--- config.mk ---
export PLATFORM = sky130hd
export DESIGN_NAME = octave_transpose_ctrl
export DESIGN_NICKNAME = d
export VERILOG_FILES = /design/src/rtl/octave_transpose_ctrl.sv
export SDC_FILE = /design/constraint.sdc
export NUM_CORES = 1
export LEC_CHECK = 0
export BUFFER_PORTS_ARGS = -buffer_cell sky130_fd_sc_hd__buf_2
export CORE_MARGIN = 10
export CORE_UTILIZATION = 50
export DETAILED_ROUTE_END_ITERATION = 16
export PLACE_DENSITY = 0.72
export RECOVER_POWER = 25
export SLEW_MARGIN = 15
export SYNTH_ARGS = -nofsm -noshare
export SYNTH_HDL_FRONTEND = slang
export SYNTH_SLANG_ARGS = --single-unit
--- constraint.sdc ---
create_clock -name Clk -period 3.9 [get_ports Clk]
set_input_delay 0.975 -clock Clk [delete_from_list [all_inputs] [get_ports Clk]]
set_output_delay 0.975 -clock Clk [all_outputs]
set_load 0.1 [all_outputs]
--- src/rtl/octave_transpose_ctrl.sv ---
// Keyboard octave/transpose controller: HID command keys with auto-repeat
// step an octave index and a semitone offset into a clamped base note.
module octave_transpose_ctrl #(
    parameter int          NUM_OCT       = 7,
    parameter int          NOTES_PER_OCT = 12,
    parameter int          NOTE_LOW      = 6,
    parameter int          RESET_OCT     = 0,
    parameter int          WRAP          = 0,
    parameter logic [7:0]  KEY_OCT_DN    = 8'h2C,
    parameter logic [7:0]  KEY_OCT_UP    = 8'h2D,
    parameter logic [7:0]  KEY_SEMI_DN   = 8'h2F,
    parameter logic [7:0]  KEY_SEMI_UP   = 8'h30,
    parameter logic [7:0]  KEY_CLR       = 8'h2A,
    parameter int          REPEAT_DLY    = 25_000_000,
    parameter int          REPEAT_PER    = 5_000_000
) (
    input  logic                       Clk,
    input  logic                       Reset_n,
    input  logic [7:0]                 keycode,
    output logic [$clog2(NUM_OCT)-1:0] octave_idx,
    output logic [NUM_OCT-1:0]         octave_onehot,
    output logic signed [4:0]          transpose,
    output logic [7:0]                 note_base,
    output logic                       changed
);

    localparam int               OW       = $clog2(NUM_OCT);
    localparam logic [OW-1:0]    OCT_MAX  = OW'(NUM_OCT - 1);
    localparam logic [OW-1:0]    OCT_RST  = OW'(RESET_OCT);
    localparam logic signed [4:0] T_MAX   = 5'(NOTES_PER_OCT - 1);
    localparam logic signed [4:0] T_MIN   = -T_MAX;
    localparam logic [7:0]       NOTE_RST =
        8'(NOTE_LOW + RESET_OCT * NOTES_PER_OCT);

    logic [7:0]         r_prev_key;
    logic [31:0]        r_cnt;
    logic               r_rep_ph;
    logic [OW-1:0]      r_oct;
    logic signed [4:0]  r_trans;
    logic [7:0]         r_note;
    logic               r_chg;

    logic               w_is_cmd;
    logic               w_same;
    logic               w_press;
    logic               w_hold;
    logic               w_rep;
    logic               w_ev;
    logic [9:0]         w_pos;
    logic signed [9:0]  w_sum;
    logic [7:0]         w_clamp;
    logic [NUM_OCT-1:0] w_onehot;

    assign w_is_cmd = (keycode == KEY_OCT_DN)  || (keycode == KEY_OCT_UP) ||
                      (keycode == KEY_SEMI_DN) || (keycode == KEY_SEMI_UP) ||
                      (keycode == KEY_CLR);
    assign w_same   = (keycode == r_prev_key);
    assign w_press  = w_is_cmd && !w_same;
    assign w_hold   = w_is_cmd && w_same && (REPEAT_DLY > 0);
    // First repeat after REPEAT_DLY held cycles, then every REPEAT_PER.
    assign w_rep    = w_hold && (r_rep_ph ? (r_cnt == 32'(REPEAT_PER))
                                          : (r_cnt == 32'(REPEAT_DLY)));
    assign w_ev     = w_press || w_rep;

    always_ff @(posedge Clk or negedge Reset_n) begin
        if (!Reset_n) begin
            r_prev_key <= 8'h00;
            r_cnt      <= '0;
            r_rep_ph   <= 1'b0;
        end else begin
            r_prev_key <= keycode;
            if (w_rep) begin
                r_cnt    <= 32'd1;
                r_rep_ph <= 1'b1;
            end else if (w_press) begin
                r_cnt    <= 32'd1;
                r_rep_ph <= 1'b0;
            end else if (w_hold) begin
                r_cnt    <= r_cnt + 32'd1;
            end else begin
                r_cnt    <= '0;
                r_rep_ph <= 1'b0;
            end
        end
    end

    always_ff @(posedge Clk or negedge Reset_n) begin
        if (!Reset_n) begin
            r_oct   <= OCT_RST;
            r_trans <= '0;
        end else if (w_ev) begin
            unique case (1'b1)
                (keycode == KEY_OCT_UP): begin
                    if (r_oct == OCT_MAX)
                        r_oct <= (WRAP != 0) ? '0 : r_oct;
                    else
                        r_oct <= r_oct + 1'b1;
                end
                (keycode == KEY_OCT_DN): begin
                    if (r_oct == '0)
                        r_oct <= (WRAP != 0) ? OCT_MAX : r_oct;
                    else
                        r_oct <= r_oct - 1'b1;
                end
                (keycode == KEY_SEMI_UP): begin
                    if (r_trans != T_MAX)
                        r_trans <= r_trans + 5'sd1;
                end
                (keycode == KEY_SEMI_DN): begin
                    if (r_trans != T_MIN)
                        r_trans <= r_trans - 5'sd1;
                end
                (keycode == KEY_CLR): r_trans <= '0;
                default: ;
            endcase
        end
    end

    // Unsigned partial sum plus sign-extended offset gives the signed total.
    assign w_pos = 10'(NOTE_LOW) + 10'(r_oct) * 10'(NOTES_PER_OCT);
    assign w_sum = $signed(w_pos + {{5{r_trans[4]}}, r_trans});

    always_comb begin
        w_clamp = w_sum[7:0];
        if (w_sum < 10'sd0)
            w_clamp = 8'd0;
        else if (w_sum > 10'sd127)
            w_clamp = 8'd127;
    end

    always_ff @(posedge Clk or negedge Reset_n) begin
        if (!Reset_n) begin
            r_note <= NOTE_RST;
            r_chg  <= 1'b0;
        end else begin
            r_note <= w_clamp;
            r_chg  <= (w_clamp != r_note);
        end
    end

    always_comb begin
        w_onehot = '0;
        for (int i = 0; i < NUM_OCT; i++)
            w_onehot[i] = (int'(r_oct) == NUM_OCT - 1 - i);
    end

    assign octave_idx    = r_oct;
    assign octave_onehot = w_onehot;
    assign transpose     = r_trans;
    assign note_base     = r_note;
    assign changed       = r_chg;

endmodule

Word level (Yosys, flattened, before mapping)
Cells that the tools add are included.

storage, ports and cells
  register bits = 58
  latch bits = 0
  bits in writable memories = 0
  bits in read-only memories = 0
  bits of input ports = 10
  output and inout port bits = 24
  word-level logic and storage cells = 70
  memories = 0

operators by class
  add/subtract/negate cells = 7
  multiply operators = 1
  divide/modulo/power cells = 0
  $lt $le $gt $ge = 2
  equal/unequal tests = 23
  shifts and indexed selects = 0
  muxes and demuxes = 15
  bitwise logic cells = 0
  reduce and logical (&&, ||, !) cells = 15

operator list
  kind                   count
  $mux 32                3
  $eq 8x6->1 const B     5
  $add 32x1->32 const B  1
  $eq 32x23->1 const B   1
  $eq 32x25->1 const B   1
  $mux 8                 2
  $eq 3x3->1 const B     5
  $pmux 5 s3             1
  $add 9x5->10           1
  $gt 10x8->1 const B    1
  $lt 10x1->1 const B    1
  $mux 5                 2
  $ne 5x5->1 const B     2
  $add 3x7->8 const A    1
  $eq 8x8->1             1
  $ne 8x8->1             1
  $reduce_and 4->1       2
  $eq 3x2->1 const B     2
  $logic_not 3->1        2
  $mux 3                 2
  $pmux 3 s2             1
  $add 5x2->5 const B    1
  $logic_or 1x1->1       5
  $mul 3x2->5 const B    1
  other kinds (11)       18

Longest topological paths before layout
Gate-level depths: netlist of run 1.

  depth in word-level cells = 9
  depth in mapped cells = 16
  depth with buffers taken out = 15

Least setup slack after synthesis of run 1
No wires, ideal clock.

  path kind = reg-to-reg
  start = register r_oct[0], in the netlist octave_idx[0]
  end = register r_chg, in the netlist changed
  library setup time = 145 ps
  arrival = 4,337 ps
  required time = 3,755 ps
  setup slack = -582 ps
  cell stages (with the launch flop) = 15
  buffers on the path = 1
  period minus slack after synthesis = 4,482 ps
  path through = dfrtp_1 -> ha_1 -> inv_1 -> fa_1 -> nand3b_1 -> or3_1 -> ha_1 -> and2b_2 -> a311o_1 -> buf_6 -> o211a_1 -> o31ai_1 -> nand4_1 -> a2111oi_2 -> o2111ai_1

between the ends
  word-level cells in the longest chain between the ends = 7
  elaborated cells between the ends (all ways) = 8
  classes of those cells = 2 x add/sub; 1 x mul; 2 x order compare; 1 x eq/ne; 2 x mux

ends and longest elaborated chain
  item                    line  RTL
  start, declared         38    logic [OW-1:0] r_oct;
  start signal, assigned  95    r_oct <= (WRAP != 0) ? '0 : r_oct;
  start signal, assigned  97    r_oct <= r_oct + 1'b1;
  start signal, assigned  101   r_oct <= (WRAP != 0) ? OCT_MAX : r_oct;
  $mul 3x2->5 *           120   assign w_pos = 10'(NOTE_LOW) + 10'(r_oct) * 10'(NOTES_PER_OCT);
  $add 3x7->8 *           120
  $add 9x5->10 *          121   assign w_sum = $signed(w_pos + {{5{r_trans[4]}}, r_trans});
  $gt 10x8->1             127   else if (w_sum > 10'sd127)
  $mux 8                  127
  $mux 8 *                125   if (w_sum < 10'sd0)
  $ne 8x8->1 *            137   r_chg <= (w_clamp != r_note);
  end signal, assigned    137
  end, declared           41    logic r_chg;

Mark *: on every way between the ends. The rest lies on a longest branch, timed or not.
A chain may end at the register's enable or synchronous reset.

Worst setup path after layout of run 1
  start = register r_oct[1], in the netlist octave_idx[1]
  end = register r_chg, in the netlist changed

The elaborated chain is that of the path after synthesis.

==> summary.md, run 1 <==
| Metric | Value |
|---|---|
| Synth unique cells | 56 |
| Detailed-route via count | 3028 |
| Via-to-Cell Ratio | 5.42 |
| Final Core Density | 60.1% |
| Reg2reg start | octave_idx[1] |
| H-tree Lvls | 3 |
| Netlist area before placement | 3720 µm² |
| Sw Pwr | 937 µW |
| Core Region | 7250 µm² |
| Final slew viol count | 32 |
| Routed met1 length | 3920 µm |
| DRC Markers | 0 |
| Post-synth ARST share | 100% |
| Routed WL per cell | 14.9 µm |
| # setup viols final | 0 |
| CP max-delay cell | dfrtp_4 |
| Total grt overflow | 0 |
| CP max FO | 5 |
| Xor/xnor cell area share of the yosys netlist | 11.8% |
| Register-to-register setup slack | 70 ps |
| Largest net degree at the start of global routing | 32 |
| Final WL | 8320 µm |
| Crit path max-delay family | simple AND/OR/NAND/NOR gates |
| Initial Utilization | 51.3% |
| Diode count | 0 |
| Non-Filler Instances | 559 |
| Hold Buf Count CTS | 0 |
| Hold path depth | 2 |
| EDFF count, synth | 0 |
| Met3 wire len | 271 µm |
| Met2 wire len | 4030 µm |
| Outcome | finished with violations |
| F_max | 261 MHz |
| Latest clock arrival within the worst-skew pair | 330 ps |
| Total GRT Usage | 14.8% |
| Clock buffer depth | 2 |
| Final worst clock skew | 10.6 ps |
| Die X | 106 µm |
| Hold_sp | r_cnt[31] |
| Synth Flop Type | dfrtp_1 |
| Max stage delay on crit path | 510 ps |
| Initial antenna violation count | 0 |
| Pwr/cell area | 499 nW/µm² |
| Cell Chain, Critical Path | ha_4 -> inv_2 -> fa_2 -> nand3b_1 -> or3_4 -> ha_4 -> and2b_2 -> a311o_2 -> mux2i_4 -> and2b_4 -> mux2i_1 -> a2111oi_2 -> o2111ai_1 |
| Vias in the first global route | 3054 |
| VDD IR max | 0.000247 V |
| Final WS setup | 65.3 ps |
| Most frequent cell on the critical path | ha_4 |
| Die ar. | 11300 µm² |
| Max_cap viols | 1 |
| FP Rows | 31 |
| Largest family of logic cells by synthesized area | simple AND/OR/NAND/NOR gates |
| Pre-antenna DRT Iters | 4 |
| Sw frac | 43.1% |
| Final period util | 98.3% |
| Worst-Margin Slew | 1700 ps |
| Worst flop-to-flop path endpoint | changed |
| Detailed Place HPWL | 6120 µm |
| Synth Register Bits | 58 |
| Final hold slack | 553 ps |
| Placed cells | 540 |
| CP Launch Type | register |
| Worst Path Required | 4090 ps |
| CTS tree | built |
| Top-level I/O count | 34 |
| Final Hold Violating Endpoints | 0 |
| RSZ-0062 raised after global routing | true |
| Register area share after synthesis | 39.1% |
| Warnings from Yosys | 0 |
| WP buf/inv | 1 |
| Synth Area in Compound Gates | 12.1% |
| Critical Path Sink Type | register |
| Total CTS buffers | 9 |
| Hold WC Path Type | register to register |
| Gp weighted congestion | 0.884 |
| Iter 0 DRT Violations | 144 |
| Nets | 488 |
| First-pass GRT wire length | 14000 µm |
| P_leak | 1.87 nW |
| Kind of critical path | register to register |
| Clock transition at path regs | 70 ps |
| Failing checks | max-capacitance violations, max-slew violations |
| Worst slack at placement | -3.96 ps |
| Antenna-violating nets left | 0 |
| Chip height | 106 µm |
| Part of the power in registers | 33.2% |
| Clock Power Share | 26.9% |
| Comb power frac | 39.9% |
| Relative slew slack | -13.4% |
| CTS sink count | 58 |
| Mux contribution to synthesized area | 1.41% |
| Final setup TNS | 0 ps |
| Crit path arrival time | 4020 ps |
| Post-Synth Simple-Gate Area | 23.5% |
| Root Driver | clkbuf_8 |
| Cells after Synth | 407 |
| Int Pwr | 1.24 mW |
| Clock period minus worst slack | 3830 ps |
| Syn nets | 440 |
| Hold Path End | r_cnt[31] |
| Layout cells sized above 1 | 17.6% |
| Avg Cell Area, Syn | 9.14 µm² |
| Synth Area in Adders | 8.54% |
| Register-to-Register Path Depth | 13 |
| Top Layer Used | met4 |
| Port Buffers | 33 |
| Area delta synth->final | 17.2% |
==> logic make-up (layout without fill, tap and decap cells) <==
| logic type | count (synthesis) | after routing |
|---|---|---|
| multiplexers | 4 | 4 |
| adder cells (fa/ha/maj) | 23 | 23 |
| other | 1 | 1 |
| AO/OA/AOI/OAI | 67 | 67 |
| buffers and inverters | 31 | 84 |
| flip-flops | 58 | 58 |
| AND/OR/NAND/NOR | 173 | 173 |
| XOR/XNOR | 50 | 50 |
==> state kept, by name, indices dropped and copies added, names as in the netlist <==
register,cells
r_prev_key,8
note_base,8
r_cnt,32
transpose,5
changed,1
r_rep_ph,1
octave_idx,3
==> final cells by class <==
cell class                      count  area (µm²)
Inverter                           22        82.6
Sequential cell                    58        1470
Tap cell                           99         124
Fill cell                         650        2890
Clock buffer                       12         165
Multi-Input combinational cell    318        2220
Timing Repair Buffer               46         251
Clock inverter                      4        48.8
==> worst min-delay path, delay by kind of cell, from the launching register on <==
kind          cells  cell delay (ps)
flops             1              360
xor+xnor          1               80
simple gates      1               80
==> Yosys cell counts (2+ instances only) <==
library cell  count  share of area (%)
a21boi_0          2               0.40
a21o_1            3               0.61
a21oi_1          22                3.0
a22oi_1           2               0.40
and2_1            4               0.67
and3_1            9                1.5
and4_1            3               0.71
buf_2             4               0.54
clkbuf_1          4               0.40
dfrtp_1          56                 38
dfstp_2           2                1.4
fa_1              4                2.2
ha_1             19                6.4
inv_1            22                2.2
mux2i_1           3               0.81
nand2_1          31                3.1
nand2b_1          6                1.0
nand3_1          15                2.0
nand3b_1          2               0.40
nand4_1          13                2.2
nor2_1           56                5.7
nor2b_1           4               0.67
nor3_1            4               0.54
nor3b_1           2               0.40
nor4_1            6                1.0
nor4b_1           3               0.71
o211ai_1          3               0.61
o21ai_0          14                1.9
o31a_1            2               0.47
o31ai_1           5                1.0
or3_1             8                1.3
or4_1             2               0.40
xnor2_1          19                4.5
xor2_1           31                7.3
==> stage by stage <==
step,instance area [µm²],total power [mW]
detailed placement,4100,1.58
floorplan,3790,1.41
finish,4360,2.18
CTS,4310,2.17
global route,4360,2.29
global placement,4100,1.57
==> worst max path at each step <==
| stage | startpoint | endpoint | slack [ps] | depth (start not counted) |
|---|---|---|---|---|
| after CTS | octave_idx[1] | changed | 30 | 14 |
| final | octave_idx[1] | changed | 70 | 13 |
| after detailed placement | octave_idx[1] | changed | -4 | 14 |
| after global routing | octave_idx[1] | changed | -140 | 16 |
| after floorplan | octave_idx[0] | changed | -5 | 14 |
| after global placement | octave_idx[1] | changed | 110 | 13 |
==> power by group through the flow <==
stage          combinational, mW  clock (mW)  sequential, mW
2_1_floorplan              0.379           0            1.03
3_3_place_gp               0.839           0           0.730
3_5_place_dp               0.846           0           0.733
4_1_cts                    0.850       0.597           0.722
5_1_grt                    0.928       0.632           0.730
6_report                   0.868       0.585           0.722
==> what timing repair did <==
item / 4_1_cts / 5_1_grt
buffers inserted: 0 / 3
endpoints found under the setup margin: 1 / 1
resized for setup: 1 / 10
pin swaps: 0 / 7
==> layout by cell type, fill, tap and decap left out, types with 5 or more instances in the layout <==
cell,n
nand4_1,13
buf_2,24
buf_4,13
nand2_1,31
xor2_1,30
nand3_1,15
o21ai_0,13
clkbuf_8,12
xnor2_1,18
nand2b_1,6
a21oi_1,21
dfrtp_1,53
nor4_1,6
and3_1,9
ha_1,16
clkbuf_1,9
nor2_1,55
or3_1,6
o31ai_1,5
inv_1,21
==> routing by layer <==
layer  global-route usage (%)  vias to the layer above
met4                     5.61                        0
met1                     18.7                     1463
li1                         -                     1516
met5                        0                        -
met2                     24.2                       42
met3                     3.08                        7
No activity file was read; power rests on OpenSTA's default activity.
==> inputs of run 2 (changes only) <==
--- a/config.mk
+++ b/config.mk
@@ -6,6 +6,7 @@
 export NUM_CORES = 1
 export LEC_CHECK = 0
 export BUFFER_PORTS_ARGS = -buffer_cell sky130_fd_sc_hd__buf_2
+export CORE_ASPECT_RATIO = 2
 export CORE_MARGIN = 10
 export CORE_UTILIZATION = 50
 export DETAILED_ROUTE_END_ITERATION = 16
==> run 2 against run 1 <==
  * The run now ends clean
  * Setup slack worse by 5.1 ps
  * Via count up 5.3%
  * Power up 11%
  * Maximum frequency down 0.13%
  * Combinational power up 4.7%
  * Highest routed layer unchanged
  * Clock skew down 5.7 ps
  * Clock power up 36%
==> summary.md, run 2 (synthesis results as in run 1) <==
| Metric | Value |
|---|---|
| Most frequent cell on the critical path | ha_4 |
| Sw Pwr | 986 µW (+5.2%) |
| Initial antenna violation count | 0 (unchanged) |
| First-pass GRT wire length | 15900 µm (+14%) |
| Relative slew slack | 13.1% (+26 points) |
| FILL cells | 661 (+1.7%) |
| Port Buffers | 33 (unchanged) |
| Crit path arrival time | 4020 ps (about the same) |
| Core Region | 7270 µm² (+0.19%) |
| Final cell area excluding filler cells | 4520 µm² (+3.6%) |
| Worst slack at placement | -30.8 ps (-26.8 ps) |
| Non-Filler Instances | 560 (+0.18%) |
| Final hold slack | 548 ps (-5.08 ps) |
| Comb power frac | 37.5% (-2.4 points) |
| FP Rows | 44 (+42%) |
| Hold Buf Count CTS | 0 (unchanged) |
| Register-to-Register Path Depth | 13 (unchanged) |
| Met2 wire len | 5300 µm (+32%) |
| Most frequent cells in the layout | 55 x nor2_1, 53 x dfrtp_1, 30 x nand2_1, 30 x xor2_1, 24 x buf_2 |
| H-tree Lvls | 3 (unchanged) |
| Worst-Margin Slew | 1300 ps (-397 ps) |
| Max_cap viols | 0 (-1) |
| Clock transition at path regs | 50 ps (-20 ps) |
| Die ar. | 11500 µm² (+1.9%) |
| Clock period minus worst slack | 3840 ps (+5.10 ps) |
| Routed met1 length | 3350 µm (-14%) |
| Largest Register | r_cnt |
| VDD IR max | 0.000521 V (+110%) |
| Root Driver | clkbuf_16 |
| Pre-antenna DRT Iters | 5 (+1) |
| Chip height | 142 µm (+34%) |
| Diode count | 0 (unchanged) |
| Max stage delay on crit path | 490 ps (-20 ps) |
| CTS tree | built |
| Latest clock arrival within the worst-skew pair | 330 ps (about the same) |
| Top-level I/O count | 34 (unchanged) |
| Hold WC Path Type | register to register |
| Total CTS buffers | 9 (unchanged) |
| Layout cells sized above 1 | 19.2% (+1.6 points) |
| Critical path depth | 13 (unchanged) |
| Pwr/cell area | 537 nW/µm² (+7.6%) |
| # setup viols final | 0 (unchanged) |
| Int Pwr | 1.44 mW (+16%) |
| Nets | 496 (+1.6%) |
| Total GRT Usage | 17.4% (+2.6 points) |
| Final WL | 9320 µm (+12%) |
| Antenna-violating nets left | 0 (unchanged) |
| Final WS setup | 60.2 ps (-5.10 ps) |
| Met3 wire len | 306 µm (+13%) |
| Iter 0 DRT Violations | 222 (+54%) |
| Top Layer Used | met4 |
| Cell Chain, Critical Path | ha_4 -> inv_4 -> fa_2 -> nand3b_1 -> or3_4 -> ha_4 -> and2b_2 -> a311o_2 -> mux2i_4 -> and2b_4 -> mux2i_1 -> a2111oi_2 -> o2111ai_1 |
| Placed cells | 535 (-0.93%) |
| Clock Power Share | 32.7% (+5.8 points) |
| Detailed Place HPWL | 6880 µm (+12%) |
| Sw frac | 40.6% (-2.4 points) |
| Kind of critical path | register to register |
| Worst Path Required | 4080 ps (about the same) |
| Vias in the first global route | 3344 (+9.5%) |
| Detailed-route via count | 3188 (+5.3%) |
| Outcome | complete, no violations |
| P_leak | 1.96 nW (+4.5%) |
| Area delta synth->final | 21.4% |
| Routed WL per cell | 16.6 µm (+12%) |
| Final worst clock skew | 4.97 ps (-5.67 ps) |
| CP max FO | 4 (-1) |
| Gp weighted congestion | 0.856 (-3.2%) |
| Final Hold Violating Endpoints | 0 (unchanged) |
| Largest net degree at the start of global routing | 36 (+13%) |
| Final slew viol count | 0 (-100%) |
| Final period util | 98.5% (+0.13 points) |
| Initial Utilization | 51.2% (-0.097 points) |
| RSZ-0062 raised after global routing | true |
| Crit path max-delay family | simple AND/OR/NAND/NOR gates |
| Placed cell areas | 4110 µm² (+0.15%) |
| Critical Path Sink Type | register |
| Via-to-Cell Ratio | 5.69 (+5.1%) |
| WP buf/inv | 1 (unchanged) |
| Total grt overflow | 0 (unchanged) |
| DRC Markers | 0 (unchanged) |
| CP Launch Type | register |
| Tot Pwr | 2.43 mW (+11%) |
| F_max | 260 MHz (-0.13%) |
| CP max-delay cell | dfrtp_4 |
| Commonest non-fill, non-tap cell in the layout | nor2_1 |
| CTS sink count | 58 (unchanged) |
| Max reg flops | 32 (unchanged) |
| Die X | 81.0 µm (-24%) |
| Clock buffer depth | 2 (unchanged) |
| Part of the power in registers | 29.8% (-3.4 points) |
| Hold path depth | 2 (unchanged) |
==> run 2: worst paths after layout <==
path                          startpoint        end  slack (ps)
min                            r_cnt[31]  r_cnt[31]         550
max in group asynchronous        Reset_n  r_cnt[25]        1450
min reg2reg                    r_cnt[31]  r_cnt[31]         550
min in group asynchronous        Reset_n  r_cnt[10]         920
max                        octave_idx[1]    changed          60
max reg2reg                octave_idx[1]    changed          60
==> run 2: cell type report <==
class | count | area (µm²) | area share (%)
inverters | 22 | 85.1 | 1.88
repair buffers | 54 | 313 | 6.93
multi-input cells | 318 | 2240 | 49.6
clock buffers | 14 | 264 | 5.84
well taps | 92 | 115 | 2.55
clock inverters | 2 | 35.0 | 0.776
flip-flops and latches | 58 | 1470 | 32.4
==> run 2: layer usage <==
layer / track usage (%) / up-vias
met5: 0 / -
met4: 10.2 / 0
li1: - / 1525
met2: 31.4 / 91
met1: 17.8 / 1544
met3: 2.97 / 28
==> run 2: worst min-delay path, stage by stage, from the launching register on <==
cell and delay, ps:
dfrtp_1 350, xnor2_1 80, nor2_1 80
==> run 2: what timing repair did <==
item | in CTS | in global routing
pin swaps | 0 | 10
setup buffers | 0 | 9
setup endpoints to repair | 1 | 1
resized for setup | 1 | 16
==> run 2: per-stage QoR <==
step	utilization [%]	TNS, ps
after detailed placement	56.5	-30.8
after floorplan	-	-4.97
final	62.2	0
after global routing	62.2	-35.7
after global placement	56.5	0
after CTS	60.6	0
==> run 2: power by group through the flow <==
stage	combinational (mW)	clock (mW)	sequential, mW
3_3_place_gp	0.874	0	0.726
5_1_grt	0.972	0.829	0.727
4_1_cts	0.881	0.798	0.719
3_5_place_dp	0.879	0	0.728
2_1_floorplan	0.379	0	1.03
6_report	0.909	0.794	0.722
